### src/rtl/sram_like_slave.sv
// SRAM-like bus slave bridging a req/addr_ok/data_ok master port onto a synchronous single-port RAM.
// Optional macro SRAM_LIKE_DELAY_EN stretches WAIT to DELAY+1 cycles with a 4-bit down-counter.
module sram_like_slave #(
  parameter int unsigned ADDR_WIDTH = 16,
  parameter int unsigned DELAY      = 4
) (
  input  logic                  clk,
  input  logic                  rst,
  input  logic                  data_req,
  input  logic                  data_wr,
  input  logic [1:0]            data_size,
  input  logic [31:0]           data_addr,
  input  logic [31:0]           data_wdata,
  output logic                  data_addr_ok,
  output logic                  data_data_ok,
  output logic [31:0]           data_rdata,
  output logic                  resp_err,
  output logic                  ram_en,
  output logic [3:0]            ram_wen,
  output logic [ADDR_WIDTH-1:0] ram_addr,
  output logic [31:0]           ram_wdata,
  input  logic [31:0]           ram_rdata,
  output logic [1:0]            dbg_state_o
);

  // Handshake: addr_ok is high exactly while IDLE; a request is accepted on any
  // cycle with data_req & data_addr_ok, and data_ok pulses once per accepted request.
  typedef enum logic [1:0] {
    IDLE = 2'd0,
    MEM  = 2'd1,
    WAIT = 2'd2,
    RESP = 2'd3
  } state_e;

  if (DELAY > 15) begin : g_delay_range
    $error("DELAY must be in 0..15");
  end
  if (ADDR_WIDTH < 1 || ADDR_WIDTH > 29) begin : g_addr_width_range
    $error("ADDR_WIDTH must be in 1..29");
  end

  state_e      state_q, state_d;
  logic        wr_q, wr_d;
  logic [1:0]  size_q, size_d;
  logic [31:0] addr_q, addr_d;
  logic [31:0] wdata_q, wdata_d;
  logic [31:0] rdata_q, rdata_d;
  logic        misaligned;
  logic [3:0]  byte_mask;
  logic        unused_addr_hi;

  assign unused_addr_hi = ^addr_q[31:ADDR_WIDTH+2];

`ifdef SRAM_LIKE_DELAY_EN
  localparam logic [3:0] DelayLoad = 4'(DELAY);
  logic [3:0] cnt_q, cnt_d;
`endif

  always_comb begin
    misaligned = 1'b0;
    byte_mask  = 4'b0000;
    unique case (size_q)
      2'b00: byte_mask = 4'b0001 << addr_q[1:0];
      2'b01: begin
        misaligned = addr_q[0];
        byte_mask  = addr_q[1] ? 4'b1100 : 4'b0011;
      end
      2'b10: begin
        misaligned = |addr_q[1:0];
        byte_mask  = 4'b1111;
      end
      default: misaligned = 1'b1;
    endcase
  end

  always_comb begin
    state_d      = state_q;
    wr_d         = wr_q;
    size_d       = size_q;
    addr_d       = addr_q;
    wdata_d      = wdata_q;
    rdata_d      = rdata_q;
`ifdef SRAM_LIKE_DELAY_EN
    cnt_d        = cnt_q;
`endif
    data_addr_ok = (state_q == IDLE);
    data_data_ok = 1'b0;
    resp_err     = 1'b0;
    ram_en       = 1'b0;
    ram_wen      = 4'b0000;
    ram_addr     = '0;
    ram_wdata    = '0;
    unique case (state_q)
      IDLE: begin
        if (data_req) begin
          wr_d    = data_wr;
          size_d  = data_size;
          addr_d  = data_addr;
          wdata_d = data_wdata;
          state_d = MEM;
        end
      end
      MEM: begin
        ram_en    = 1'b1;
        ram_addr  = addr_q[ADDR_WIDTH+1:2];
        ram_wdata = wdata_q;
        // Misaligned writes still run the RAM cycle but with no lanes enabled.
        ram_wen   = (wr_q && !misaligned) ? byte_mask : 4'b0000;
        state_d   = WAIT;
`ifdef SRAM_LIKE_DELAY_EN
        cnt_d     = DelayLoad;
`endif
      end
      WAIT: begin
        // RAM output is valid in the first WAIT cycle, one cycle after ram_en.
`ifdef SRAM_LIKE_DELAY_EN
        if (!wr_q && cnt_q == DelayLoad) rdata_d = ram_rdata;
        if (cnt_q != 4'd0) cnt_d = cnt_q - 4'd1;
        else               state_d = RESP;
`else
        if (!wr_q) rdata_d = ram_rdata;
        state_d = RESP;
`endif
      end
      RESP: begin
        data_data_ok = 1'b1;
        resp_err     = misaligned;
        state_d      = IDLE;
      end
      default: state_d = IDLE;
    endcase
  end

  always_ff @(posedge clk) begin
    if (rst) begin
      state_q <= IDLE;
      wr_q    <= 1'b0;
      size_q  <= 2'b00;
      addr_q  <= '0;
      wdata_q <= '0;
      rdata_q <= '0;
`ifdef SRAM_LIKE_DELAY_EN
      cnt_q   <= 4'd0;
`endif
    end else begin
      state_q <= state_d;
      wr_q    <= wr_d;
      size_q  <= size_d;
      addr_q  <= addr_d;
      wdata_q <= wdata_d;
      rdata_q <= rdata_d;
`ifdef SRAM_LIKE_DELAY_EN
      cnt_q   <= cnt_d;
`endif
    end
  end

  assign data_rdata  = rdata_q;
  assign dbg_state_o = state_q;

endmodule

### config.mk
export PLATFORM = sky130hd
export DESIGN_NAME = sram_like_slave
export DESIGN_NICKNAME = d
export VERILOG_FILES = /design/src/rtl/sram_like_slave.sv
export SDC_FILE = /design/constraint.sdc
export NUM_CORES = 1
export LEC_CHECK = 0
export CAP_MARGIN = 20
export CORE_UTILIZATION = 36
export CTS_CLUSTER_SIZE = 28
export DETAILED_ROUTE_END_ITERATION = 7
export PLACE_DENSITY = 0.73
export SLEW_MARGIN = 20
export SYNTH_ARGS = -nofsm -noshare
export SYNTH_HDL_FRONTEND = slang
export SYNTH_SLANG_ARGS = --single-unit
### constraint.sdc
create_clock -name clk -period 1.5 [get_ports clk]
set_clock_uncertainty 0.1 [all_clocks]
set_input_delay 0.3 -clock clk [delete_from_list [all_inputs] [get_ports clk]]
set_output_delay 0.3 -clock clk [all_outputs]
set_load 0.01 [all_outputs]
==> flow_metrics.env <==
export IMPL_status="finished with violations"
export IMPL_violations="setup timing"
export IMPL_reg2reg_depth=12
export IMPL_dp_cells=767
export IMPL_syn_cell_area_sq_um=3820
export IMPL_synthesis_nets=566
export IMPL_finalMaxSlewViolations=0
export IMPL_synthArstFlopShare_pct=0
export IMPL_start_kind="flip-flop"
export IMPL_drive_gt1_share_pct=61.9
export IMPL_setup_ws_ps=-372
export IMPL_post_synth_top_count_cell="nand2_1"
export IMPL_synth_seq_cells=87
export IMPL_htreeDepth=3
export IMPL_worstPathMaxFanout=7
export IMPL_seq_area_sq_um=1760
export IMPL_grt_start_max_net_pins=33
export IMPL_hold_violations=0
export IMPL_crit_start="dbg_state_o[1]"
export IMPL_cts_made_buffers=9
export IMPL_post_route_min_period_ps=1870
export IMPL_rsz0062_at_grt="true"
export IMPL_synth_cells=460
export IMPL_drt_pass1_iter_count=4
export IMPL_ys_top_cells_by_count="142 x nand2_1, 87 x dfxtp_1, 48 x and2_1"
export IMPL_worstHoldPathType="in2reg"
export IMPL_path_class="reg2out"
export IMPL_clock_latency_ps=350
export IMPL_drt_wl_total_um=15100
export IMPL_final_core_util_pct=76.1
export IMPL_die_y_um=105
export IMPL_synth_cell_types=28
export IMPL_crit_arrival_ps=1470
export IMPL_ys_warn_count=0
export IMPL_reg2reg_slack_ps=-350
export IMPL_fmax_mhz=534
export IMPL_synth_top_area_share_pct=45.6
export IMPL_power_uw=12300
export IMPL_peakVddDrop_mv=1.03
export IMPL_postCtsHoldBufs=0
export IMPL_wire_per_inst_um=18.4
export IMPL_clockRootBuffer="clkbuf_8"
export IMPL_synth_enable_flop_cells=0
export IMPL_die_w_um=105
export IMPL_die_area_sq_um=11000
export IMPL_detail_route_antenna_nets=0
export IMPL_fin_nets=788
export IMPL_areaGrowthSynthToFinish_pct=106
export IMPL_worst_setup_path_end_kind="primary output"
export IMPL_fin_crit_sh_pct=125
export IMPL_start_util_pct=37.0
export IMPL_power_leakage_uw=0.00356
export IMPL_powerDensity_nw_per_um2=1570
export IMPL_grt_pass1_vias=4350
export IMPL_fillers=650
export IMPL_grt_pass1_wl_um=22300
export IMPL_slew_headroom_pct=79.7
export IMPL_ys_flop_type="dfxtp_1"
export IMPL_drc=0
export IMPL_worstMarginPinSlew_ps=305
export IMPL_clock_path_buffers=2
export IMPL_io_pins=192
export IMPL_gp_congestion=0.760
export IMPL_dr_total_vias=4043
export IMPL_reg2reg_from="dbg_state_o[0]"
export IMPL_avgSynthCellArea_sq_um=8.31
export IMPL_worst_ep_required_time_ps=1100
export IMPL_cts_clk_slew_worst_paths_ps=90
export IMPL_port_buffers=177
export IMPL_clkSinkCount=87
export IMPL_reg2reg_to="addr_q[5]"
export IMPL_num_antenna_cells=0
export IMPL_viasPerCell=4.91
export IMPL_instances_no_fill=823
export IMPL_hpwl_um=7500
export IMPL_setup_viol=144
export IMPL_synth_area_leaders="dfxtp_1 46%, nand2_1 14%, a21oi_2 10%"
export IMPL_multiInputGateArea_sq_um=3060
export IMPL_tritoncts="yes"
export IMPL_coreArea_sq_um=10300
export IMPL_drv_cap=0
export IMPL_ys_seq_area_share_pct=45.6
export IMPL_synth_top_cell_by_area="dfxtp_1"
export IMPL_rows=37
export IMPL_antenna_found_initial=0
export IMPL_grt_overflow_total=0
export IMPL_grt_util_all_layers_pct=25.8
export IMPL_drt_iter0_markers=128
export IMPL_endpoint="ram_addr[15]"
## timing repair
item	4_1_cts	5_1_grt
gates cloned	16	4
setup endpoints to repair	175	145
resized for setup	481	199
pin swaps	115	98
buffers inserted	28	12
## cell usage in the layout, fill, tap and decap left out, drive strengths merged
master and count:
nand4 1, o21ai 2, nand2b 2, nor2b 1, a31oi 1, nor3 2, nand2 172, clkinvlp 1
nor4b 1, nor3b 1, ha 4, mux2i 2, a211oi 1, a21oi 88, inv 5, a2111oi 1
and2 49, dlygate4sd2 32, xor2 1, nor2 4, clkinv 2, clkbuf 16, dfxtp 87, buf 125
clkdlybuf4s50 86
## power breakdown
part / internal, uW / total (uW) / switching [uW]
logic: 3930 / 7550 / 3620
clock network: 657 / 1530 / 874
registers: 2800 / 3260 / 464
total: 7390 / 12300 / 4960
## registers in the layout, indices dropped and copies added (netlist names)
name	count
wr_q	1
data_rdata	32
wdata_q	32
dbg_state_o	2
addr_q	18
size_q	2
## critical path, cell delays in order, from the launching register on
cell and delay [ps]:
dfxtp_2 350, inv_2 60, ha_4 200, buf_8 140
buf_6 130, and2_4 130, buf_6 110
## cell families after synthesis
kind of cell	count (synthesis)	share of synthesized area [%]
fa+ha+maj	4	1.31
simple gates	233	28.7
mux	2	0.524
xor+xnor	1	0.229
buf+inv	40	6.88
flops	87	45.6
compound gates	93	16.8
## per-stage QoR
stage          area [sq um]  setup slack (ps)  hold slack [ps]  TNS, ps
2_1_floorplan          3870              13.3              327        0
3_3_place_gp           5900              -381              339   -30780
3_5_place_dp           5900              -423              349   -33780
4_1_cts                7320              -370              169   -39550
5_1_grt                7860              -441              203   -44650
6_report               7860              -372              214   -36790
## layout make-up
cell class / count / area share (%)
clock inverters: 4 / 0.382
inverters: 4 / 0.255
multi-input cells: 333 / 38.9
repair buffers: 247 / 34.0
clock buffers: 12 / 1.85
well taps: 136 / 2.17
flip-flops and latches: 87 / 22.4
## how the worst min path moves through the flow
| stage | start | endpoint | slack, ps | cells after the start |
|---|---|---|---|---|
| floorplan | data_addr[0] | addr_q[0] | 330 | 2 |
| global route | rst | addr_q[12] | 200 | 2 |
| global placement | addr_q[8] | addr_q[8] | 340 | 2 |
| detailed placement | data_rdata[17] | data_rdata[17] | 350 | 2 |
| finish | rst | addr_q[11] | 210 | 2 |
| CTS | rst | addr_q[14] | 170 | 2 |
## per-layer routing
layer | up-vias | wire (um) | GRT usage [%]
li1 | 1916 | - | -
met4 | 0 | 331 | 8.05
met3 | 27 | 744 | 6.05
met1 | 1946 | 5730 | 28.2
met5 | - | 0 | 0
met2 | 154 | 8330 | 49.0
Power figures use the tool's default switching activity.
